===== config.mk =====
export PLATFORM = sky130hd
export DESIGN_NAME = regs_shadow
export DESIGN_NICKNAME = d
export VERILOG_FILES = /design/src/rtl/regs_shadow.sv
export SDC_FILE = /design/constraint.sdc
export NUM_CORES = 2
export LEC_CHECK = 0
export CAP_MARGIN = 10
export CELL_PAD_IN_SITES_DETAIL_PLACEMENT = 1
export CELL_PAD_IN_SITES_GLOBAL_PLACEMENT = 1
export CORE_ASPECT_RATIO = 0.9
export CORE_MARGIN = 3
export CORE_UTILIZATION = 56
export CTS_BUF_LIST = sky130_fd_sc_hd__clkbuf_8
export DETAILED_ROUTE_END_ITERATION = 8
export PLACE_DENSITY = 0.88
export SLEW_MARGIN = 10
export SYNTH_ARGS = -nofsm -noshare
export SYNTH_HDL_FRONTEND = slang
export SYNTH_SLANG_ARGS = --single-unit
export TNS_END_PERCENT = 1

===== constraint.sdc =====
create_clock -name clk -period 2.7 [get_ports clk]
set_input_delay 0.27 -clock clk [delete_from_list [all_inputs] [get_ports clk]]
set_output_delay 0.27 -clock clk [all_outputs]
set_load 0.005 [all_outputs]

===== src/rtl/regs_shadow.sv =====
// regs_shadow: banked register file with interrupt-driven shadow bank switching
//
// Ports:
//   clk         - clock, all state changes on rising edge
//   rst         - asynchronous active-low reset; clears every bank, cur_bank and bank_err
//   wt          - write enable
//   reg_wt_addr - write address within the active bank
//   Data_in     - write data
//   reg_addr_A  - read address, port A
//   reg_addr_B  - read address, port B
//   int_enter   - switch to the next bank up
//   int_exit    - switch to the next bank down
//   rdata_A     - combinational read data, port A
//   rdata_B     - combinational read data, port B
//   cur_bank    - active bank index (registered)
//   bank_err    - sticky flag: enter at top bank or exit at bottom bank
//
// Macro REGS_SHADOW_BYPASS_EN: when defined, a write to a nonzero address is
// forwarded to any read port addressing it in the same cycle.
module regs_shadow #(
    parameter int DATA_W = 32,
    parameter int ADDR_W = 5,
    parameter int BANKS  = 2,
    localparam int BANK_W = (BANKS > 2) ? $clog2(BANKS) : 1
) (
    input  logic              clk,
    input  logic              rst,
    input  logic              wt,
    input  logic [ADDR_W-1:0] reg_wt_addr,
    input  logic [DATA_W-1:0] Data_in,
    input  logic [ADDR_W-1:0] reg_addr_A,
    input  logic [ADDR_W-1:0] reg_addr_B,
    input  logic              int_enter,
    input  logic              int_exit,
    output logic [DATA_W-1:0] rdata_A,
    output logic [DATA_W-1:0] rdata_B,
    output logic [BANK_W-1:0] cur_bank,
    output logic              bank_err
);

    logic [DATA_W-1:0] mem_q [BANKS][2**ADDR_W];
    logic [BANK_W-1:0] cur_bank_q, cur_bank_d;
    logic              bank_err_q, bank_err_d;
    logic              enter, leave, at_top, at_bot, wr_en;

    // Simultaneous enter and exit cancel each other out.
    assign enter  = int_enter & ~int_exit;
    assign leave  = int_exit & ~int_enter;
    assign at_top = cur_bank_q == BANK_W'(BANKS - 1);
    assign at_bot = cur_bank_q == '0;
    assign wr_en  = wt && reg_wt_addr != '0;

    always_comb begin
        cur_bank_d = enter && !at_top ? cur_bank_q + BANK_W'(1) :
                     leave && !at_bot ? cur_bank_q - BANK_W'(1) : cur_bank_q;
        bank_err_d = bank_err_q | (enter & at_top) | (leave & at_bot);
    end

    // The write uses cur_bank_q, so a write coincident with a switch lands in
    // the bank that was active before the edge.
    always_ff @(posedge clk or negedge rst) begin
        if (!rst) begin
            for (int b = 0; b < BANKS; b++)
                for (int a = 0; a < 2**ADDR_W; a++)
                    mem_q[b][a] <= '0;
            cur_bank_q <= '0;
            bank_err_q <= 1'b0;
        end else begin
            if (wr_en)
                mem_q[cur_bank_q][reg_wt_addr] <= Data_in;
            cur_bank_q <= cur_bank_d;
            bank_err_q <= bank_err_d;
        end
    end

    always_comb begin
`ifdef REGS_SHADOW_BYPASS_EN
        // Forwarding is gated by rst so reads stay zero while in reset.
        rdata_A = reg_addr_A == '0 ? '0 :
                  rst && wr_en && reg_addr_A == reg_wt_addr ? Data_in : mem_q[cur_bank_q][reg_addr_A];
        rdata_B = reg_addr_B == '0 ? '0 :
                  rst && wr_en && reg_addr_B == reg_wt_addr ? Data_in : mem_q[cur_bank_q][reg_addr_B];
`else
        rdata_A = reg_addr_A == '0 ? '0 : mem_q[cur_bank_q][reg_addr_A];
        rdata_B = reg_addr_B == '0 ? '0 : mem_q[cur_bank_q][reg_addr_B];
`endif
    end

    assign cur_bank = cur_bank_q;
    assign bank_err = bank_err_q;

endmodule

==> flow_summary.ini, run 1 <==
[synthesis]
synthFlopType = dfrtp_1
ys_warn_count = 0
async_flop_share_pct = 100.0
ys_types = 67
synth_seq_cells = 2044
synth_top_area_share_pct = 46.89
synth_area_leaders = dfrtp_1, mux2_2, mux4_2
syn_area_mm2 = 0.1091
ys_seq_area_share_pct = 46.89
avgSynthCellArea_um2 = 15.37
synth_edf_count = 0
syn_inst = 7099
synth_area_leader_cell = dfrtp_1
synth_fp_nets = 7151

[global_route]
grt_max_degree = 118
grt_use_total_pct = 84.92
antenna_found_initial = 175
grt_overflow = 383

[floorplan]
row_count = 153
die_width_um = 471.2
initial_core_util_pct = 56.42
io_pins = 118
fp.dieH_um = 424.7

[cts]
cts-buffers-inserted = 351
clock_sinks = 2044
ctsLongestPathBuffers = 4
cts_root_buf = clkbuf_8
h-tree-depth = 5

[sta]
worst_endpoint_kind = top-level output
worst_endpoint = rdata_B[11]

[place]
port_buffers = 117
dp_hpwl_um = 319000
place_congestion = 0.9450

[status]
haltStage = 5_1_grt
status = aborted with a tool error
error = [ERROR GRT-0232] Routing congestion too high. Check the congestion heatmap in the GUI.
## stage by stage
stage | util [%] | cells | instance area [µm²] | setup TNS (ps) | setup slack, ps
after floorplan | - | 7099 | 109100 | 0 | 200.5
after global placement | 62.21 | 9867 | 120300 | -68610 | -904.6
after detailed placement | 62.21 | 9867 | 120300 | -289920 | -1096
after CTS | 66.44 | 10469 | 128500 | -228670 | -1972
## layer usage
metal,GRT overflow,track usage [%]
met2,162,92.95
met4,165,82.86
met1,27,83.42
met3,25,80.14
met5,4,67.62
## synthesized netlist by cell type (14+ instances only)
cell type and count:
a211oi_1 25, a21oi_1 72, a221oi_1 51, a22oi_1 84, and3_1 14, buf_1 57, buf_2 251, buf_4 84
buf_6 40, clkbuf_1 375, dfrtp_1 2044, mux2_1 98, mux2_2 1974, mux2i_1 364, mux4_2 957, nand2_1 95
nand3_1 37, nor2_1 100, nor2b_1 34, o211ai_1 29, o21ai_0 20, o221ai_1 41, o22ai_1 45
## what timing repair did
item	4_1_cts
cloned	4
endpoints found under the hold margin	1878
pin swaps	13
endpoints found under the setup margin	1698
resized for setup	242
buffers inserted	1
hold buffers	5
## cells by family after synthesis
logic type	Yosys count	share of synthesized area (%)
AO/OA/AOI/OAI	476	3.226
buffers and inverters	822	3.768
flip-flops	2044	46.89
multiplexers	3393	44.48
AND/OR/NAND/NOR	364	1.637
==> run 2: changes to the inputs <==
Settings changed: CELL_PAD_IN_SITES_DETAIL_PLACEMENT 1 to default, CELL_PAD_IN_SITES_GLOBAL_PLACEMENT 1 to default, CORE_ASPECT_RATIO 0.9 to default, CORE_UTILIZATION 56 to 40, CTS_BUF_LIST sky130_fd_sc_hd__clkbuf_8 to default, PLACE_DENSITY 0.88 to default, PLACE_DENSITY_LB_ADDON from default to 0.15.
==> run 2 against run 1 <==
The flow now finishes, with violations (setup timing). Synthesized cell count is the same. Synthesized area is the same.
==> flow_summary.ini, run 2 <==
[power_and_ir_drop]
p_sw_share_pct = 27.58
internal_power_w = 0.06758
seq_power_share_pct = 41.3
p_comb_share_pct = 22.0
power_leakage_nw = 60.40
ir_worst_vdd_v = 0.0005659
p_sw_w = 0.02573
powerDensity_mw_per_mm2 = 689.6
p_clk_share_pct = 36.7

[synthesis]
synth_area_leaders = dfrtp_1, mux2_2, mux4_2
ys_top_cells_by_count = dfrtp_1, mux2_2, mux4_2, clkbuf_1, mux2i_1
async_flop_share_pct = 100.0
synth_top_area_share_pct = 46.89
synth_seq_cells = 2044
synthFlopType = dfrtp_1
ys_warn_count = 0
ys_types = 67
synth_area_leader_cell = dfrtp_1
synth_edf_count = 0
avgSynthCellArea_um2 = 15.37
ys_seq_area_share_pct = 46.89
synth.most_common_cell = dfrtp_1
synth_fp_nets = 7151
syn_inst = 7099
syn_area_mm2 = 0.1091

[global_route]
grt_pass1_vias = 75404
grt_max_degree = 142
grt_use_total_pct = 30.57
antenna_found_initial = 39
grt_pass1_wl_um = 605100
grt_overflow = 0

[sta]
whs_ps = 89.73
setup_viol = 64
worstMarginPinSlew_ps = 1179
hold_violations = 0
min_period_ps = 4038
skew_ps = 42.19
fmax_mhz = 247.6
relSlewSlack_pct = 21.38
setup_slack_ps = -1338
period_share_pct = 149.6
slew_violations = 0
grt_setup_unrepaired = yes

[critical_path]
crit_type = flip-flop to primary output
path_max_fanout = 13
cp-start-kind = flip-flop
critical_path_required_ps = 2430
crit_chain = buf_12 > buf_16 > buf_16 > buf_4 > mux4_2 > mux4_2 > a211oi_2 > buf_4 > nor2_2 > dlygate4sd2_1
cp_slowest_cell = mux4_2
critical_path_arrival_ps = 3770
cp-end-kind = primary output
max_stage_delay_ps = 500

[layout]
area_delta_synth_final_pct = 24.03
drive_above_1_share_pct = 60.98
fin_nets = 7912
fin_area_mm2 = 0.1353
top_register = mem_q
final_cell_mix = dfrtp_1, mux2_2, mux4_2, buf_4, buf_12
final.fill_count = 22826
regArea_mm2 = 0.05115
multi_input_area_mm2 = 0.05577
post-route-util_pct = 49.93
largest_reg_flops = 2042
final_common_cell = dfrtp_1

[route]
postRouteAntennaNets = 0
wl_per_cell_um = 37.05
drc = 0
drt_iter0_drc = 7334
first_pass_iters = 6
viasPerCell = 6.378
routed_wl_um = 430900
vias = 74179

[place]
dpl_cell_area_mm2 = 0.1233
port_buffers = 117
dp_slack_ps = -1822
dp_hpwl_um = 288100
place_congestion = 0.8917

[floorplan]
die_area_mm2 = 0.2790
io_pins = 118
row_count = 191
initial_core_util_pct = 40.26
fp.dieH_um = 528.2
die_width_um = 528.2
fp.coreArea_mm2 = 0.2710

[cts]
cts-buffers-inserted = 236
h-tree-depth = 4
clk_pin_slew_ps = 60
cts_tree = built
clk_latency_ps = 900
ctsLongestPathBuffers = 4
clock_sinks = 2044
cts_root_buf = clkbuf_16

[hold_path]
hold_path_class = input pin to flip-flop

[status]
status = finished, violations left
failed_checks = setup timing

[job]
drv_cap = 0
==> run 2: final timing paths <==
| check | start | endpoint | slack, ps | cells after the start |
|---|---|---|---|---|
| worst min register to register | mem_q[2044]$_DFFE_PN0P_ | mem_q[2044]$_DFFE_PN0P_ | 370 | 0 |
| worst max-delay path | cur_bank$_DFFE_PN0P_ | rdata_B[19] | -1340 | 10 |
| worst min-delay path | Data_in[22] | mem_q[1270]$_DFFE_PN0P_ | 90 | 3 |
| worst max register to register | cur_bank$_DFFE_PN0P_ | mem_q[1359]$_DFFE_PN0P_ | 80 | 11 |
| min in group asynchronous | rst | mem_q[701]$_DFFE_PN0P_ | 190 | 3 |
| max in group asynchronous | rst | mem_q[554]$_DFFE_PN0P_ | 1570 | 3 |
==> run 2: per-layer routing <==
layer / GRT usage [%] / share of wire [%] / vias up
li1: - / - / 29196
met1: 42.10 / 41 / 40720
met2: 46.95 / 45 / 3326
met3: 6.367 / 8.3 / 919
met4: 13.24 / 5.1 / 18
met5: 0 / 0.029 / -
==> run 2: kinds of logic (layout without fill, tap and decap cells) <==
group,count (synthesis),in the layout,synth area share [%]
muxes,3393,3393,44.48
DFF,2044,2044,46.89
buffers and inverters,822,1778,3.768
AOI/OAI and AO/OA,476,476,3.226
and+or+nand+nor,364,364,1.637
other,0,6,0
==> run 2: layout make-up <==
| type | count | share of cell area [%] |
|---|---|---|
| inverters | 7 | 0.02127 |
| well taps | 3570 | 3.301 |
| multi-input cells | 4233 | 41.22 |
| diodes | 6 | 0.01110 |
| clock buffers | 348 | 5.142 |
| repair buffers | 1338 | 11.57 |
| clock inverters | 85 | 0.9312 |
| flip-flops and latches | 2044 | 37.80 |
==> run 2: critical path: cells and delay by family, from the launching register on <==
family	cells	cell delay, ps
AO/OA/AOI/OAI	1	230
buffers and inverters	6	1090
flip-flops	1	450
multiplexers	2	1000
AND/OR/NAND/NOR	1	50
==> run 2: power by group through the flow <==
stage	Sequential, W	Combinational, W	Clock, W
4_1_cts	0.0385	0.0199	0.0348
6_report	0.0386	0.0205	0.0343
3_5_place_dp	0.0390	0.0189	0
2_1_floorplan	0.0377	0.0128	0
3_3_place_gp	0.0387	0.0186	0
5_1_grt	0.0391	0.0217	0.0361
==> run 2: timing repair <==
item,4_1_cts,5_1_grt
buffers inserted,36,115
pin swaps,47,75
endpoints found under the hold margin,2064,0
setup endpoints to repair,65,102
cloned,15,6
gates resized for setup,336,232
hold buffers,5,0
==> run 2: through the flow <==
| stage | std cells | TNS [ps] | power (W) |
|---|---|---|---|
| floorplan | 7099 | 0 | 0.05055 |
| global placement | 11025 | -49910 | 0.05732 |
| detailed placement | 11026 | -47820 | 0.05793 |
| CTS | 11513 | -89030 | 0.09315 |
| global route | 11626 | -81200 | 0.09685 |
| finish | 11631 | -77170 | 0.09331 |
Power figures use the tool's default switching activity.
